**config.mk**
```make
export PLATFORM = sky130hd
export DESIGN_NAME = r4k_mem_arbiter
export DESIGN_NICKNAME = d
export VERILOG_FILES = /design/src/rtl/r4k_mem_arbiter.sv
export SDC_FILE = /design/constraint.sdc
export NUM_CORES = 1
export LEC_CHECK = 0
export CAP_MARGIN = 20
export CORE_AREA = 2 2 198 200
export CTS_CLUSTER_SIZE = 25
export DETAILED_ROUTE_END_ITERATION = 10
export DIE_AREA = 0 0 200 202
export PLACE_DENSITY = 0.56
export SKIP_CTS_REPAIR_TIMING = 1
export SLEW_MARGIN = 20
export SYNTH_ARGS = -nofsm -noshare
export SYNTH_HDL_FRONTEND = slang
export SYNTH_SLANG_ARGS = --single-unit
```
**constraint.sdc**
```tcl
create_clock -name clk -period 6.69 [get_ports clk]
set_clock_uncertainty 0.2 [all_clocks]
set_input_delay 2.007 -clock clk [delete_from_list [all_inputs] [get_ports clk]]
set_output_delay 2.007 -clock clk [all_outputs]
set_load 0.02 [all_outputs]
```
**src/rtl/r4k_mem_arbiter.sv**
```systemverilog
// Arbitrates instruction fetches and data accesses onto one shared memory port, one access at a time.
// Define R4K_ARB_RR_EN for round-robin arbitration; default build gives data fixed priority.
module r4k_mem_arbiter #(
    parameter int unsigned MAX_WAIT = 255
) (
    input  logic        clk,
    input  logic        reset,
    input  logic        instr_read,
    input  logic [63:0] instr_address,
    output logic [31:0] instr_in,
    output logic        instr_ready,
    input  logic        data_read,
    input  logic        data_write,
    input  logic [63:0] data_address,
    input  logic [63:0] data_out,
    input  logic [7:0]  data_mask,
    output logic [63:0] data_in,
    output logic        data_ready,
    output logic [63:0] mem_address,
    output logic [63:0] mem_wdata,
    output logic [7:0]  mem_mask,
    output logic        mem_read,
    output logic        mem_write,
    input  logic [63:0] mem_rdata,
    input  logic        mem_ready,
    output logic        bus_error,
    output logic [1:0]  dbg_state_o
);

    typedef enum logic [1:0] {
        IDLE    = 2'd0,
        GRANT_I = 2'd1,
        GRANT_D = 2'd2
    } state_t;

    localparam logic [15:0] MAX_WAIT_W = 16'(MAX_WAIT);

    state_t      state_q, state_d;
    logic        last_d_q, last_d_d;
    logic [63:0] addr_q, addr_d;
    logic [63:0] wdata_q, wdata_d;
    logic [7:0]  mask_q, mask_d;
    logic        write_q, write_d;
    logic [15:0] wait_q, wait_d;

    logic req_i, req_d, pick_d, busy, timeout, done, strobe_en;

    assign req_i = instr_read;
    assign req_d = data_read | data_write;

`ifdef R4K_ARB_RR_EN
    // On a tie, the requester that did not win last time gets the bus.
    assign pick_d = req_d && (!req_i || !last_d_q);
`else
    assign pick_d = req_d;
`endif

    assign busy      = (state_q != IDLE);
    // A response arriving in the timeout cycle wins: it is a normal completion.
    assign timeout   = busy && !mem_ready && (wait_q == MAX_WAIT_W);
    assign done      = busy && (mem_ready || timeout);
    assign strobe_en = busy && !timeout;

    always_ff @(posedge clk or posedge reset) begin
        if (reset) begin
            state_q  <= IDLE;
            last_d_q <= 1'b0;
            addr_q   <= 64'h0;
            wdata_q  <= 64'h0;
            mask_q   <= 8'h0;
            write_q  <= 1'b0;
            wait_q   <= 16'h0;
        end else begin
            state_q  <= state_d;
            last_d_q <= last_d_d;
            addr_q   <= addr_d;
            wdata_q  <= wdata_d;
            mask_q   <= mask_d;
            write_q  <= write_d;
            wait_q   <= wait_d;
        end
    end

    always_comb begin
        state_d  = state_q;
        last_d_d = last_d_q;
        addr_d   = addr_q;
        wdata_d  = wdata_q;
        mask_d   = mask_q;
        write_d  = write_q;
        wait_d   = wait_q;
        case (state_q)
            IDLE: begin
                if (req_i || req_d) begin
                    wait_d = 16'h0;
                    if (pick_d) begin
                        state_d  = GRANT_D;
                        last_d_d = 1'b1;
                        addr_d   = data_address;
                        wdata_d  = data_out;
                        mask_d   = data_mask;
                        write_d  = data_write;
                    end else begin
                        state_d  = GRANT_I;
                        last_d_d = 1'b0;
                        addr_d   = instr_address;
                        wdata_d  = 64'h0;
                        mask_d   = instr_address[2] ? 8'hF0 : 8'h0F;
                        write_d  = 1'b0;
                    end
                end
            end
            default: begin
                if (done) begin
                    state_d = IDLE;
                end else begin
                    wait_d = wait_q + 16'h1;
                end
            end
        endcase
    end

    assign mem_read    = strobe_en && !write_q;
    assign mem_write   = strobe_en && write_q;
    assign mem_address = busy ? addr_q : 64'h0;
    assign mem_wdata   = busy ? wdata_q : 64'h0;
    assign mem_mask    = busy ? mask_q : 8'h0;

    assign instr_ready = (state_q == GRANT_I) && done;
    assign data_ready  = (state_q == GRANT_D) && done;
    assign bus_error   = timeout;

    // Timed-out completions return zero data.
    assign instr_in = (instr_ready && mem_ready) ? (addr_q[2] ? mem_rdata[63:32] : mem_rdata[31:0]) : 32'h0;
    assign data_in  = (data_ready && mem_ready) ? mem_rdata : 64'h0;

    assign dbg_state_o = state_q;

endmodule

```
==> impl_metrics.env <==
export IMPL_fmax_mhz=160.3
export IMPL_maxCapViolCount=0
export IMPL_ys_ff_latch=155
export IMPL_setup_tns_ns=0
export IMPL_p_per_area_nw_per_um2=379.8
export IMPL_synthesis_area_um2=8458
export IMPL_setup_ws_ns=0.4534
export IMPL_fillers=3899
export IMPL_synthFlopType="dfrtp_1"
export IMPL_h_tree_depth=4
export IMPL_hold_viol=0
export IMPL_grt_pass1_vias=8254
export IMPL_via_count=8173
export IMPL_final_layout_size_suffix_gt1_frac=0.04068
export IMPL_vias_per_cell=4.364
export IMPL_die_h_um=202
export IMPL_numCtsBuffers=17
export IMPL_clockBufferDepth=2
export IMPL_synth_warning_count=0
export IMPL_design_die_area_um2=40400
export IMPL_initial_core_util=0.2209
export IMPL_drt_wirelength_per_cell_um=18.03
export IMPL_hold_class="flip-flop to flip-flop"
export IMPL_grt_start_max_net_pins=137
export IMPL_wl_mm=33.77
export IMPL_fin_cells=1873
export IMPL_cp_start_kind="input pin"
export IMPL_grt_pass1_wl_mm=49.70
export IMPL_outcome="finished, final reports clean"
export IMPL_ant_nets=0
export IMPL_pin_count=509
export IMPL_gp_congestion=0.8224
export IMPL_final_util=0.3833
export IMPL_avgSynthCellArea_um2=9.655
export IMPL_async_reset_ff_frac=1.000
export IMPL_setup_viol=0
export IMPL_slowest_delay_ns=0.61
export IMPL_num_rows=72
export IMPL_slew_limit_headroom=0.3516
export IMPL_synth_edf_count=0
export IMPL_cp_arrival_ns=4.03
export IMPL_synthCells=876
export IMPL_nets=1612
export IMPL_tightestPinTransition_ns=0.9726
export IMPL_worstPathCellList="clkdlybuf4s50_1, and3b_1, buf_4, and2_1, clkdlybuf4s50_1"
export IMPL_placed_cells=1840
export IMPL_ys_types=45
export IMPL_synth_nets=1147
export IMPL_die_x_um=200
export IMPL_cpMostUsedCell="clkdlybuf4s50_1"
export IMPL_cts_root_buf="clkbuf_16"
export IMPL_clock_sinks=155
export IMPL_antenna_found_initial=4
export IMPL_worstSkewPairLatency_ns=0.42
export IMPL_first_pass_iters=4
export IMPL_drtIter0Drc=339
export IMPL_area_delta_synth_final_pct=73.49
export IMPL_pre_cts_ws_ns=0.4728
export IMPL_critPathKind="input pin to output port"
export IMPL_worstPathRequired_ns=4.48
export IMPL_synth_top_family_by_area="simple AND/OR/NAND/NOR gates"
export IMPL_synthMuxAreaShare=0.1160
export IMPL_finalCritPeriodShare=0.9322
export IMPL_overflow=0
export IMPL_synth_adder_area_share=0.001479
export IMPL_leakage_uw=0.005931
export IMPL_ir_drop_uv=174.3
export IMPL_min_period_ns=6.237
export IMPL_yosys_area_share_simple=0.2336
export IMPL_crit_path_top_delay_cell="clkdlybuf4s50_1"
export IMPL_maxSlewViolCount=0
export IMPL_io_buffers=508
export IMPL_setup_worst_path_end_class="output port"
export IMPL_synth_xor_area_frac=0
export IMPL_hpwl_mm=25.54
export IMPL_rsz0062_at_grt="no"
export IMPL_groute_usage_overall=0.1621
export IMPL_cts_tree="yes"
export IMPL_clkTransAtPathRegs_ns=0.06
export IMPL_core_area_um2=38290
export IMPL_cp_max_fo=64
export IMPL_remaining_drc_errors=0
export IMPL_yosysSeqAreaShare=0.4586
export IMPL_synth_compound_area_frac=0.1473
-- per-layer routing --
layer | global-route usage | vias up | part of all wire
met3 | 0.03387 | 31 | 0.066
met4 | 0.06296 | 0 | 0.026
met2 | 0.3007 | 329 | 0.52
met1 | 0.1785 | 3875 | 0.39
li1 | - | 3938 | -
met5 | 0 | - | 0
-- critical path: cells and delay by family --
kind / cells / cell delay, ns
buf+inv: 3 / 1.60
simple gates: 2 / 0.41
-- metrics by stage --
stage          total power (uW)  area [um2]  hold slack (ns)
5_1_grt                    5928       14670           0.2986
4_1_cts                    5669       14670           0.2767
3_5_place_dp               4522       14010           0.2621
6_report                   5574       14670           0.2689
3_3_place_gp               4493       14010           0.2525
2_1_floorplan              3181        8458           0.2418
-- final cells by class --
class                           count  area (um2)  area share
Antenna cell                        3       7.507   0.0005116
Clock buffer                       19       432.9     0.02950
Clock inverter                     11       220.2     0.01501
Inverter                            4       20.02    0.001364
Multi-Input combinational cell    643        4240      0.2890
Sequential cell                   155        3880      0.2644
Tap cell                          518       648.1     0.04417
Timing Repair Buffer              520        5225      0.3561
-- power by group --
group	switching, uW	internal (uW)
combinational	1470	1390
sequential	252	1350
clock	414	699
-- synth_stat cells (all sizes together), types with 2 or more instances --
cell     number  area share
nor2         42       0.020
nor4          5      0.0052
nor3b         2      0.0018
nand4         5      0.0037
or2           2      0.0015
a2bb2oi       2      0.0021
o21ai        79       0.048
a31oi         7      0.0052
buf          41       0.027
a21boi        2      0.0018
dfrtp       155        0.46
a22o         64       0.066
a32o          2      0.0024
clkbuf       33       0.015
and2        201        0.15
nand3b        2      0.0018
nand3         6      0.0036
inv           4      0.0018
a21oi        15      0.0089
o21a          4      0.0036
nor3          6      0.0036
mux2i        98        0.12
nand2        83       0.037
-- cells in the final DEF (no fill, tap or decap), types with 3 or more instances in the layout --
master and instances:
clkdlybuf4s50_1 508, and2_1 201, dfrtp_1 154, mux2i_1 98
nand2_1 83, o21ai_0 77, a22o_1 64, nor2_1 39
clkbuf_16 17, a21oi_1 15, buf_4 8, a31oi_1 7
nand3_1 6, nor3_1 6, bufinv_16 6, nand4_1 5
o21a_1 4, clkinv_4 4, buf_12 4, diode_2 3
nor2_4 3, inv_1 3, nor4_1 3
-- cell families after synthesis --
kind of cell             after synthesis
flip-flops                           155
multiplexers                          98
buffers and inverters                 78
adder cells (fa/ha/maj)                1
AO/OA/AOI/OAI                        184
AND/OR/NAND/NOR                      360
-- sequential cells by signal (all words and copies together) (netlist names) --
register,count
wdata_q,64
wait_q,16
mask_q,8
addr_q,64
write_q,1
dbg_state_o,2
-- worst paths after layout --
kind / from / end / slack [ns] / cells past startpoint
worst min-delay path: addr_q[19]$_DFFE_PP0P_ / addr_q[19]$_DFFE_PP0P_ / 0.27 / 2
worst min register to register: addr_q[19]$_DFFE_PP0P_ / addr_q[19]$_DFFE_PP0P_ / 0.27 / 2
max in group asynchronous: reset / wdata_q[7]$_DFFE_PP0P_ / 3.41 / 3
worst max register to register: dbg_state_o[0]$_DFFE_PP0P_ / wdata_q[50]$_DFFE_PP0P_ / 3.97 / 5
min in group asynchronous: reset / wdata_q[58]$_DFFE_PP0P_ / 1.86 / 2
worst max-delay path: mem_ready / data_in[7] / 0.45 / 5
Power figures use the tool's default switching activity.
==> RTL change, RTL diff (config.mk and constraints unchanged) <==
Reset style: synchronous (`reset`), changed in one clocked block.
--- a/src/rtl/r4k_mem_arbiter.sv
+++ b/src/rtl/r4k_mem_arbiter.sv
@@ -62,5 +62,5 @@
     assign strobe_en = busy && !timeout;
 
-    always_ff @(posedge clk or posedge reset) begin
+    always_ff @(posedge clk) begin
         if (reset) begin
             state_q  <= IDLE;
Check against the original RTL: differs if reset is asserted again (counterexample within 4 cycles, from zero or initial values and one cycle with reset high); with reset held inactive, the same outputs for 4 cycles.
==> RTL change against the original RTL <==
- utilization decreased by 1.5 points
- hold slack better by 0.0050 ns
- via count up 8.6%
- wire length up 0.99%
- synthesized area down 5.1%
- sequential cell count did not move
- design area is 3.9% lower
- synthesized cell count rose by 19%
- worst setup slack improved by 0.026 ns
- largest cell class unchanged
- highest routed layer unchanged
Power is not compared: it rests on default switching activity, and its combinational part moved more than twofold at a synthesized area within 25%.
==> RTL change: results (changes against the original RTL) <==
| Metric | Value |
|---|---|
| M2 GR Usage | `27.12% (-3.0 points)` |
| Vias | `8872 (+8.6%)` |
| Met3 usage | `5.139% (+1.8 points)` |
| GRT Overall Usage | `16.23% (+0.020 points)` |
| Met1 wire length | `14.94 mm (+14%)` |
| Max_slew headroom | `30.17% (-5.0 points)` |
| Critical Path AT | `4.00 ns (-0.03 ns)` |
| Synth cell count leaders | `and2_1, nor2_1, dfxtp_1, nand2_1, a311oi_1` |
| Outcome | `complete, no violations` |
| Largest net degree at the start of global routing | `98 (-28%)` |
| Final nets | `1752 (+8.7%)` |
| Worst-Skew Late Latency | `0.44 ns (+0.02 ns)` |
| Starting DRT DRC Count | `384 (+13%)` |
| Met3 routed WL | `2.521 mm (+13%)` |
| Initial antenna violation count | `1 (-3)` |
| Synth Instances | `1039 (+19%)` |
| First-pass GRT wire length | `50.79 mm (+2.2%)` |
| Unique masters post-synth | `47 (+4.4%)` |
| Mapped Nets | `1310 (+14%)` |
| Async S/R FF share, synth | `0% (-100 points)` |
| Met2 WL | `16.20 mm (-8.0%)` |
| Met1 Resource Use GR | `20.20% (+2.3 points)` |
| Number of global-route vias before repair | `8629 (+4.5%)` |
| Clock transition at path regs | `~0.070 ns` |
| Non-filler instance count after layout | `2013 (+7.5%)` |
| Share of cells above drive strength 1 | `4.284% (+0.22 points)` |
| Synth top area cells | `dfxtp_1, and2_1, nor2_1` |
| GP Congestion | `0.9152 (+11%)` |
| Final HPWL DP | `24.45 mm (-4.3%)` |
| Post-synthesis sequential area ratio | `38.65% (-7.2 points)` |
| Final wirelength | `34.11 mm (+0.99%)` |
RTL change: cell types whose count changed after synthesis, moves of 65 or more:
cell	delta
mux2i_1	-65
o21ai_0	-66
a311oi_1	+69
dfxtp_1	+155
nor2_1	+141
dfrtp_1	-155
RTL change: path summary, 6_finish.rpt:
check                                    from                       to  slack, ns
setup reg to reg  dbg_state_o[1]$_SDFFE_PP0P_  addr_q[37]$_SDFFE_PP0P_       3.88
hold reg to reg          write_q$_SDFFE_PP0P_     write_q$_SDFFE_PP0P_       0.27
hold / removal           write_q$_SDFFE_PP0P_     write_q$_SDFFE_PP0P_       0.27
setup / recovery                    mem_ready              data_in[15]       0.48
RTL change: final cells by class:
cell class,count,area [um2]
antenna,1,2.502
clock buffer,18,439.2
clock inverter,14,172.7
fill,3988,24180
inverter,1,3.754
multi-input combinational,789,4562
sequential,155,3104
tap,518,648.1
timing repair buffer,517,5175
RTL change: metrics by stage:
| step | cell area [um2] | setup WS, ns |
|---|---|---|
| floorplan | 8028 | 1.651 |
| CTS | 14100 | 0.4991 |
| global placement | 13490 | 0.5669 |
| global route | 14110 | 0.3446 |
| finish | 14110 | 0.4795 |
| detailed placement | 13490 | 0.5096 |
RTL change: report_power, final:
part / total, mW / switching [mW] / internal (mW)
Combinational: 0.748 / 0.373 / 0.375
Sequential: 1.05 / 0.0473 / 1.00
Clock: 1.04 / 0.458 / 0.577
Total: 2.84 / 0.879 / 1.96
RTL change: worst register-to-register path, cell delays in order (launching register included):
cell and delay (ns):
dfxtp_1 0.39, nor2_2 0.66, o21a_4 0.64, buf_12 0.40, nor2_1 0.13, a311oi_1 0.29
RTL change: kinds of logic after synthesis:
group | synth area share, %
adders and majority gates | 0.1558
and+or+nand+nor | 34.99
muxes | 4.115
DFF | 38.65
AOI/OAI and AO/OA | 17.08
buffers and inverters | 5.003
